--- src/rtl/occupancy_grid_updater.sv ---
// ---------------------------------------------------------------------------
// occupancy_grid_updater
//
// Purpose:
//   Read-modify-write engine for a log-odds occupancy grid held in an
//   external RAM with a combinational read port. Each accepted request reads
//   one cell and writes it back with a saturated hit increment or miss
//   decrement, taking 3 cycles (IDLE -> READ -> WRITE). A clear pulse
//   sweeps the whole grid to zero, writing one cell per cycle in row-major
//   order.
//
// Optional feature (compile-time macro):
//   GRID_BOUNDS_CHECK_EN - when defined, out-of-range requests are dropped
//                          and flagged on the sticky oob_error output. When
//                          undefined, coordinates wrap to the index width
//                          and oob_error is tied low.
//
// Ports:
//   clock            in   rising-edge clock
//   reset_n          in   asynchronous active-low reset
//   req_valid        in   update request present
//   req_ready        out  request accepted this cycle (IDLE, no clear_start)
//   req_x / req_y    in   cell column / row (COORD_W bits, unsigned)
//   req_hit          in   1 = add LOG_ODDS_HIT, 0 = subtract LOG_ODDS_MISS
//   clear_start      in   one-cycle pulse starting a whole-grid clear
//   busy             out  update or clear in progress
//   ram_write_enable out  RAM write strobe
//   ram_x / ram_y    out  RAM column / row address
//   ram_wdata        out  RAM write data (signed log-odds)
//   ram_rdata        in   RAM combinational read data for ram_x/ram_y
//   oob_error        out  sticky out-of-bounds flag
// ---------------------------------------------------------------------------

package ram_pkg;
    localparam int WIDTH     = 8;
    localparam int HEIGHT    = 8;
    localparam int WORD_SIZE = 8;
endpackage

module occupancy_grid_updater #(
    parameter int WIDTH         = ram_pkg::WIDTH,
    parameter int HEIGHT        = ram_pkg::HEIGHT,
    parameter int WORD_SIZE     = ram_pkg::WORD_SIZE,
    parameter int LOG_ODDS_HIT  = 7,
    parameter int LOG_ODDS_MISS = 3,
    parameter int COORD_W       = 16
) (
    input  logic                      clock,
    input  logic                      reset_n,
    input  logic                      req_valid,
    output logic                      req_ready,
    input  logic [COORD_W-1:0]        req_x,
    input  logic [COORD_W-1:0]        req_y,
    input  logic                      req_hit,
    input  logic                      clear_start,
    output logic                      busy,
    output logic                      ram_write_enable,
    output logic [$clog2(WIDTH)-1:0]  ram_x,
    output logic [$clog2(HEIGHT)-1:0] ram_y,
    output logic [WORD_SIZE-1:0]      ram_wdata,
    input  logic [WORD_SIZE-1:0]      ram_rdata,
    output logic                      oob_error
);

    localparam int X_W = $clog2(WIDTH);
    localparam int Y_W = $clog2(HEIGHT);

    localparam logic [X_W-1:0] X_LAST = X_W'(WIDTH - 1);
    localparam logic [Y_W-1:0] Y_LAST = Y_W'(HEIGHT - 1);

    // Saturation limits and increments in the one-bit-wider sum domain.
    localparam logic signed [WORD_SIZE:0] SUM_MAX  = {2'b00, {(WORD_SIZE-1){1'b1}}};
    localparam logic signed [WORD_SIZE:0] SUM_MIN  = {2'b11, {(WORD_SIZE-1){1'b0}}};
    localparam logic signed [WORD_SIZE:0] HIT_INC  = (WORD_SIZE+1)'(LOG_ODDS_HIT);
    localparam logic signed [WORD_SIZE:0] MISS_DEC = (WORD_SIZE+1)'(LOG_ODDS_MISS);

    typedef enum logic [1:0] {
        IDLE  = 2'd0,
        READ  = 2'd1,
        WRITE = 2'd2,
        CLEAR = 2'd3
    } state_t;

    state_t state, state_next;

    // Request stage registers
    logic [X_W-1:0]       x_p0;
    logic [Y_W-1:0]       y_p0;
    logic                 hit_p0;

    // Read stage register
    logic [WORD_SIZE-1:0] rdata_p1;

    // Clear sweep position
    logic [X_W-1:0]       clr_x;
    logic [Y_W-1:0]       clr_y;
    logic                 clr_last;

    logic                 accept;
    logic                 req_oob;

    logic signed [WORD_SIZE:0] cell_ext;
    logic signed [WORD_SIZE:0] cell_sum;

    function automatic logic [WORD_SIZE-1:0] saturate(input logic signed [WORD_SIZE:0] v);
        if (v > SUM_MAX) begin
            return SUM_MAX[WORD_SIZE-1:0];
        end else if (v < SUM_MIN) begin
            return SUM_MIN[WORD_SIZE-1:0];
        end else begin
            return v[WORD_SIZE-1:0];
        end
    endfunction

    assign accept   = req_valid && req_ready;
    assign clr_last = (clr_x == X_LAST) && (clr_y == Y_LAST);

`ifdef GRID_BOUNDS_CHECK_EN
    localparam logic [COORD_W-1:0] WIDTH_C  = COORD_W'(WIDTH);
    localparam logic [COORD_W-1:0] HEIGHT_C = COORD_W'(HEIGHT);

    logic oob_q;

    assign req_oob = (req_x >= WIDTH_C) || (req_y >= HEIGHT_C);

    // Sticky until reset; an out-of-range request never leaves IDLE.
    always_ff @(posedge clock or negedge reset_n) begin
        if (!reset_n) begin
            oob_q <= 1'b0;
        end else if (accept && req_oob) begin
            oob_q <= 1'b1;
        end
    end

    assign oob_error = oob_q;
`else
    // Coordinates wrap: only the low index bits are used.
    logic unused_coord_hi;

    assign req_oob         = 1'b0;
    assign oob_error       = 1'b0;
    assign unused_coord_hi = ^{req_x[COORD_W-1:X_W], req_y[COORD_W-1:Y_W]};
`endif

    // State register
    always_ff @(posedge clock or negedge reset_n) begin
        if (!reset_n) begin
            state <= IDLE;
        end else begin
            state <= state_next;
        end
    end

    // Next-state logic; clear_start wins over a same-cycle request.
    always_comb begin
        state_next = state;
        case (state)
            IDLE: begin
                if (clear_start) begin
                    state_next = CLEAR;
                end else if (req_valid && !req_oob) begin
                    state_next = READ;
                end
            end
            READ:    state_next = WRITE;
            WRITE:   state_next = IDLE;
            CLEAR:   state_next = clr_last ? IDLE : CLEAR;
            default: state_next = IDLE;
        endcase
    end

    // Stage p0: capture request; stage p1: capture RAM read; clear sweep
    always_ff @(posedge clock or negedge reset_n) begin
        if (!reset_n) begin
            x_p0     <= '0;
            y_p0     <= '0;
            hit_p0   <= 1'b0;
            rdata_p1 <= '0;
            clr_x    <= '0;
            clr_y    <= '0;
        end else begin
            case (state)
                IDLE: begin
                    if (clear_start) begin
                        clr_x <= '0;
                        clr_y <= '0;
                    end else if (accept && !req_oob) begin
                        x_p0   <= req_x[X_W-1:0];
                        y_p0   <= req_y[Y_W-1:0];
                        hit_p0 <= req_hit;
                    end
                end
                READ: begin
                    rdata_p1 <= ram_rdata;
                end
                CLEAR: begin
                    // Row-major: column advances fastest.
                    if (clr_x == X_LAST) begin
                        clr_x <= '0;
                        clr_y <= clr_y + 1'b1;
                    end else begin
                        clr_x <= clr_x + 1'b1;
                    end
                end
                default: ;
            endcase
        end
    end

    // Stage p2: saturated log-odds update of the sampled cell
    always_comb begin
        cell_ext = {rdata_p1[WORD_SIZE-1], rdata_p1};
        if (hit_p0) begin
            cell_sum = cell_ext + HIT_INC;
        end else begin
            cell_sum = cell_ext - MISS_DEC;
        end
    end

    // Output logic
    always_comb begin
        req_ready        = 1'b0;
        busy             = (state != IDLE);
        ram_write_enable = 1'b0;
        ram_x            = '0;
        ram_y            = '0;
        ram_wdata        = '0;
        case (state)
            IDLE: begin
                req_ready = !clear_start;
            end
            READ: begin
                ram_x = x_p0;
                ram_y = y_p0;
            end
            WRITE: begin
                ram_x            = x_p0;
                ram_y            = y_p0;
                ram_write_enable = 1'b1;
                ram_wdata        = saturate(cell_sum);
            end
            CLEAR: begin
                ram_x            = clr_x;
                ram_y            = clr_y;
                ram_write_enable = 1'b1;
            end
            default: ;
        endcase
    end

endmodule

--- config.mk ---
export PLATFORM = sky130hd
export DESIGN_NAME = occupancy_grid_updater
export DESIGN_NICKNAME = d
export VERILOG_FILES = /design/src/rtl/occupancy_grid_updater.sv
export SDC_FILE = /design/constraint.sdc
export NUM_CORES = 1
export LEC_CHECK = 0
export CAP_MARGIN = 20
export CORE_AREA = 2 2 62 64
export DETAILED_ROUTE_END_ITERATION = 7
export DIE_AREA = 0 0 64 66
export PLACE_DENSITY = 0.79
export SLEW_MARGIN = 0
export SYNTH_ARGS = -nofsm -noshare
export SYNTH_HDL_FRONTEND = slang
export SYNTH_SLANG_ARGS = --single-unit
--- constraint.sdc ---
create_clock -name clock -period 5.9 [get_ports clock]
set_clock_uncertainty 0.2 [all_clocks]
set_input_delay 1.475 -clock clock [delete_from_list [all_inputs] [get_ports clock]]
set_output_delay 1.475 -clock clock [all_outputs]
set_load 0.03 [all_outputs]
==> flow_metrics.env, run 1 <==
export IMPL_cap_viol_max_count=0
export IMPL_insertion_delay_ns=0.32
export IMPL_drv_slew=0
export IMPL_floorplan_die_area_um2=4220
export IMPL_drtAntennaViolNets=0
export IMPL_final_util_pct=55.8
export IMPL_layoutNonFillerInstCount=235
export IMPL_detailroute_via_count=1272
export IMPL_overflow=0
export IMPL_rsz_0062_raised_after_global_routing="no"
export IMPL_synthesis_to_layout_area_growth_pct=28.1
export IMPL_detail_route_drc_violations=0
export IMPL_multi_input_area_um2=908
export IMPL_place_hpwl_um=2580
export IMPL_numClockSinks=23
export IMPL_clock_tree_htree_level_count=1
export IMPL_cts_repair_resize_count=0
export IMPL_syn_avg_cell_area_um2=10.2
export IMPL_critPathMaxStageDelay_ns=0.70
export IMPL_drt_iter0_markers=24
export IMPL_max_freq_ghz=0.206
export IMPL_report_final_hold_viol_count=0
export IMPL_totalNegativeSetupSlack_ns=0
export IMPL_yosysWarningCount=0
export IMPL_dieWidth_um=64
export IMPL_number_of_detailed_routing_iterations_run_before_antenna_repair=7
export IMPL_postCtsHoldBufs=0
export IMPL_port_buffers=35
export IMPL_dpl_cell_count=230
export IMPL_layout_cells_most_common="sky130_fd_sc_hd__clkdlybuf4s50_1"
export IMPL_worst_slew_pin_slew_ns=0.525
export IMPL_fin_nets=249
export IMPL_placement_rows=22
export IMPL_diode_insertion_count_for_antenna_repair=0
export IMPL_antenna_violations_before_repair=0
export IMPL_worst_setup_hold_path_clk_slew_ns=0.13
export IMPL_boundaryPins=63
export IMPL_setup_viol=0
export IMPL_result_of_the_run="finished, final reports clean"
export IMPL_worst_hold_startpoint="x_p0[0]$_DFFE_PN0P_"
export IMPL_synth_seq_area_share_pct=37.2
export IMPL_worstHoldPathType="reg -> reg"
export IMPL_finalCriticalPeriod_ns=4.85
export IMPL_coreArea_um2=3550
export IMPL_timing_setup_critical_path_class="reg -> out"
export IMPL_final_seq_area_um2=576
export IMPL_post_synth_inst_count=151
export IMPL_ys_seq_elements=23
export IMPL_critical_path_maximum_fanout=8
export IMPL_nFillCells=326
export IMPL_crit_start="hit_p0$_DFFE_PN0P_"
export IMPL_initial_core_util_pct=43.6
export IMPL_place_gp_congestion=0.870
export IMPL_wl_per_cell_um=13.9
export IMPL_synth_nets=212
export IMPL_grt_use_total_pct=16.5
export IMPL_avgViaCountPerCell=5.41
export IMPL_arrival_ns=3.18
export IMPL_first_global_vias=1284
export IMPL_die_h_um=66
export IMPL_layout_cells_most_common_list="sky130_fd_sc_hd__clkdlybuf4s50_1, sky130_fd_sc_hd__dfrtp_1, sky130_fd_sc_hd__mux2_2, sky130_fd_sc_hd__ha_1"
export IMPL_clock_tree_from_tritoncts="built"
export IMPL_yosysUniqueCellTypes=36
export IMPL_syn_cell_area_um2=1550
export IMPL_end_kind="primary output"
export IMPL_worstPathRequired_ns=4.22
export IMPL_root_buffer="sky130_fd_sc_hd__clkbuf_4"
export IMPL_timing_critical_path_from_type="flop"
export IMPL_ys_async_sr_fraction_pct=100
export IMPL_regToRegStartpoint="state[0]$_DFFE_PN0P_"
export IMPL_drive_above_1_share_pct=14.4
export IMPL_postRouteWirelength_um=3260
export IMPL_synth_top_flop_cell="sky130_fd_sc_hd__dfrtp_1"
export IMPL_critPathSlowestCell="sky130_fd_sc_hd__clkdlybuf4s50_1"
export IMPL_largest_net_degree_at_the_start_of_global_routing=24
export IMPL_post_cts_setup_buffer_count=0
export IMPL_global_route_wire_length_before_repair_um=5490
export IMPL_slew_headroom_pct=65.0
export IMPL_clock_buffers_created_by_tritoncts=3
export IMPL_cp_cell_sequence="inv_1 -> ha_1 -> o211ai_1 -> o21a_1 -> o311ai_4 -> nand2_2 -> a31oi_1 -> clkdlybuf4s50_1"
export IMPL_synth_edff_count=0
export IMPL_cts_buffer_depth=2
export IMPL_finalCritPeriodShare_pct=82.3
==> synth_stat cells (2+ instances only) <==
cell / count / share of area (%)
sky130_fd_sc_hd__inv_1: 12 / 2.9
sky130_fd_sc_hd__xnor2_1: 3 / 1.7
sky130_fd_sc_hd__clkbuf_1: 3 / 0.73
sky130_fd_sc_hd__o21ai_1: 2 / 0.65
sky130_fd_sc_hd__or2_2: 2 / 0.81
sky130_fd_sc_hd__o21ai_0: 8 / 2.6
sky130_fd_sc_hd__a22o_1: 3 / 1.7
sky130_fd_sc_hd__a21o_1: 2 / 0.97
sky130_fd_sc_hd__a32o_1: 3 / 1.9
sky130_fd_sc_hd__nor2_1: 12 / 2.9
sky130_fd_sc_hd__a211oi_1: 2 / 0.97
sky130_fd_sc_hd__a22oi_1: 6 / 2.9
sky130_fd_sc_hd__nand3_1: 3 / 0.97
sky130_fd_sc_hd__a21oi_1: 9 / 2.9
sky130_fd_sc_hd__nand2_1: 8 / 1.9
sky130_fd_sc_hd__mux2_2: 15 / 11
sky130_fd_sc_hd__a21boi_1: 3 / 1.5
sky130_fd_sc_hd__dfrtp_1: 23 / 37
sky130_fd_sc_hd__ha_1: 15 / 12
==> kinds of logic after synthesis <==
logic type	Yosys count	share of synthesized area, %
muxes	15	10.9
adders and majority gates	16	13.4
AOI/OAI and AO/OA	46	23.3
and+or+nand+nor	30	8.57
buffers and inverters	16	4.12
DFF	23	37.2
other	1	0.242
xor gates and xnor gates	4	2.26
==> metrics by stage <==
step | instance area, um^2 | hold slack, ns | setup slack (ns)
floorplan | 1550 | 0.280 | 1.98
global placement | 1940 | 0.295 | 1.30
detailed placement | 1940 | 0.303 | 1.28
CTS | 1970 | 0.334 | 1.06
global route | 1980 | 0.351 | 0.904
finish | 1980 | 0.332 | 1.05
==> worst max-delay path: cells and delay by family (launching register included) <==
kind,cells,cell delay [ns]
AO/OA/AOI/OAI,4,1.00
buffers and inverters,2,0.84
flip-flops,1,0.44
adder cells (fa/ha/maj),1,0.42
AND/OR/NAND/NOR,1,0.17
==> area by class of cell <==
| type | instances | share of cell area [%] |
|---|---|---|
| flip-flops and latches | 23 | 29.0 |
| multi-input cells | 112 | 45.8 |
| repair buffers | 36 | 18.4 |
| well taps | 48 | 3.03 |
| inverters | 12 | 2.27 |
| clock inverters | 1 | 0.253 |
| clock buffers | 3 | 1.14 |
==> layer usage <==
layer | track usage (%) | part of all wire [%] | up-vias
li1 | - | - | 618
met1 | 19.3 | 44 | 611
met2 | 31.0 | 51 | 35
met3 | 1.36 | 3.2 | 8
met4 | 6.25 | 2.1 | 0
met5 | 0 | 0 | -
==> path summary, 6_finish.rpt <==
kind	end	slack, ns	cells past startpoint
max	ram_wdata[2]	1.05	8
min	x_p0[0]$_DFFE_PN0P_	0.33	1
max reg2reg	x_p0[0]$_DFFE_PN0P_	3.87	6
min reg2reg	x_p0[0]$_DFFE_PN0P_	0.33	1
max in group asynchronous	clr_x[0]$_DFFE_PN0P_	3.77	2
min in group asynchronous	clr_y[1]$_DFFE_PN0P_	1.26	1
==> registers in the layout, summed over array words and instances, names as in the netlist <==
| register | flops |
|---|---|
| clr_x | 3 |
| hit_p0 | 1 |
| y_p0 | 3 |
| clr_y | 3 |
| x_p0 | 3 |
| state | 2 |
| rdata_p1 | 8 |
Power of run 1 is left out: the tool's default activity adds up to more than one toggle a clock period on the data nets, which glitch-free logic cannot reach.
==> run 2: changes to the inputs <==
CORE_AREA = 2 2 66 68   (was 2 2 62 64)
DIE_AREA = 0 0 68 70   (was 0 0 64 66)
PLACE_DENSITY = 0.73   (was 0.79)
clock period = 4.03 ns   (was 5.9 ns; I/O delays follow)
==> run 2 against run 1 <==
Cell area about the same. Critical path depth unchanged. Count of clock-buffer cells in the layout unchanged. Global-route usage down 2.6 points. Routed wire length down 2.8%. Die area up 13%. Register-to-register slack worse by 1.8 ns. Largest cell class unchanged. Highest routed layer unchanged.
==> flow_metrics.env, run 2 (synthesized netlist as in run 1, its figures left out) <==
export IMPL_global_route_wire_length_before_repair_um=5250
export IMPL_first_global_vias=1215
export IMPL_initial_core_util_pct=37.3
export IMPL_postCtsHoldBufs=0
export IMPL_final_seq_area_um2=576
export IMPL_cap_viol_max_count=0
export IMPL_grt_use_total_pct=13.8
export IMPL_critPathMaxStageDelay_ns=0.43
export IMPL_slew_headroom_pct=61.1
export IMPL_finalCriticalPeriod_ns=3.84
export IMPL_regMostFlops="rdata_p1"
export IMPL_result_of_the_run="finished, final reports clean"
export IMPL_nFillCells=405
export IMPL_cts_buffer_depth=2
export IMPL_timing_critical_path_from_type="flop"
export IMPL_drtAntennaViolNets=0
export IMPL_max_freq_ghz=0.261
export IMPL_root_buffer="sky130_fd_sc_hd__clkbuf_8"
export IMPL_final_util_pct=47.9
export IMPL_insertion_delay_ns=0.27
export IMPL_antenna_violations_before_repair=0
export IMPL_finalCritPeriodShare_pct=95.2
export IMPL_worst_path_buf_inv=2
export IMPL_drive_above_1_share_pct=18.2
export IMPL_place_hpwl_um=2360
export IMPL_detailroute_via_count=1233
export IMPL_detail_route_drc_violations=0
export IMPL_dieWidth_um=68
export IMPL_floorplan_die_area_um2=4760
export IMPL_fin_nets=249
export IMPL_number_of_detailed_routing_iterations_run_before_antenna_repair=6
export IMPL_layout_cells_most_common="sky130_fd_sc_hd__clkdlybuf4s50_1"
export IMPL_clock_tree_from_tritoncts="built"
export IMPL_wl_per_cell_um=13.2
export IMPL_overflow=0
export IMPL_boundaryPins=63
export IMPL_totalNegativeSetupSlack_ns=0
export IMPL_report_final_hold_viol_count=0
export IMPL_avgViaCountPerCell=5.16
export IMPL_critPathSlowestCell="sky130_fd_sc_hd__dfrtp_1"
export IMPL_drv_slew=0
export IMPL_clock_tree_htree_level_count=1
export IMPL_rsz_0062_raised_after_global_routing="no"
export IMPL_critical_path_maximum_fanout=8
export IMPL_diode_insertion_count_for_antenna_repair=0
export IMPL_final_hold_worst_slack_ns=0.310
export IMPL_arrival_ns=2.63
export IMPL_coreArea_um2=4140
export IMPL_largest_register_ff_count=8
export IMPL_post_cts_setup_buffer_count=0
export IMPL_end_kind="primary output"
export IMPL_final_setup_worst_slack_ns=0.193
export IMPL_layout_cells_most_common_list="sky130_fd_sc_hd__clkdlybuf4s50_1, sky130_fd_sc_hd__dfrtp_1, sky130_fd_sc_hd__mux2_2"
export IMPL_worstPathRequired_ns=2.82
export IMPL_worst_setup_hold_path_clk_slew_ns=0.09
export IMPL_largest_net_degree_at_the_start_of_global_routing=24
export IMPL_drt_iter0_markers=24
export IMPL_crit_family="compound AO/OA/AOI/OAI gates"
export IMPL_numClockSinks=23
export IMPL_die_h_um=70
export IMPL_worst_slew_pin_slew_ns=0.582
export IMPL_post_place_ws_ns=0.0590
export IMPL_cp_cell_sequence="inv_1 -> ha_1 -> o211ai_1 -> o21a_1 -> o311ai_4 -> o21ai_0 -> nor2_1 -> clkdlybuf4s15_1"
export IMPL_setup_viol=0
export IMPL_multi_input_area_um2=911
export IMPL_synthesis_to_layout_area_growth_pct=28.1
export IMPL_worstHoldPathType="reg -> reg"
export IMPL_postRouteWirelength_um=3170
export IMPL_timing_setup_critical_path_class="reg -> out"
export IMPL_placement_rows=24
export IMPL_place_gp_congestion=0.772
export IMPL_clock_buffers_created_by_tritoncts=3
export IMPL_port_buffers=35
==> run 2: timing repair <==
item	4_1_cts	5_1_grt
pin swaps	0	0
endpoints found under the setup margin	7	8
gates resized for setup	7	16
==> run 2: path summary, 6_finish.rpt <==
check | slack [ns] | startpoint | depth (start not counted) | end
max in group asynchronous | 2.25 | reset_n | 2 | clr_y[2]$_DFFE_PN0P_
worst max register to register | 2.04 | state[0]$_DFFE_PN0P_ | 6 | y_p0[2]$_DFFE_PN0P_
worst min-delay path | 0.31 | x_p0[0]$_DFFE_PN0P_ | 1 | x_p0[0]$_DFFE_PN0P_
worst max-delay path | 0.19 | hit_p0$_DFFE_PN0P_ | 8 | ram_wdata[3]
min in group asynchronous | 0.90 | reset_n | 1 | y_p0[1]$_DFFE_PN0P_
worst min register to register | 0.31 | x_p0[0]$_DFFE_PN0P_ | 1 | x_p0[0]$_DFFE_PN0P_
==> run 2: cell type report <==
| cell class | instances | area share [%] |
|---|---|---|
| clock buffers | 3 | 2.08 |
| clock inverters | 1 | 0.379 |
| inverters | 12 | 2.27 |
| multi-input cells | 112 | 45.9 |
| flip-flops and latches | 23 | 29.0 |
| well taps | 52 | 3.28 |
| repair buffers | 36 | 17.0 |
==> run 2: per-layer routing <==
metal	wire (um)	vias to the layer above	part of all wire [%]	global-route usage, %
met2	1570	32	49	23.8
met3	186	5	5.9	2.58
met5	0	-	0	0
met4	31	0	0.98	3.33
met1	1380	580	44	17.4
li1	-	616	-	-
==> run 2: metrics by stage <==
step,std cells,cell area [um^2]
2_1_floorplan,151,1550
3_3_place_gp,234,1940
3_5_place_dp,234,1940
4_1_cts,238,1980
5_1_grt,239,1980
6_report,239,1980
Power of run 2 is left out for the same reason.
==> run 3: changes to the inputs <==
HOLD_SLACK_MARGIN = 0.06   (was not set)
==> results of run 3 <==
The final DEF is identical to that of run 2; final timing and power are the same.
Power of run 3 is left out for the same reason.
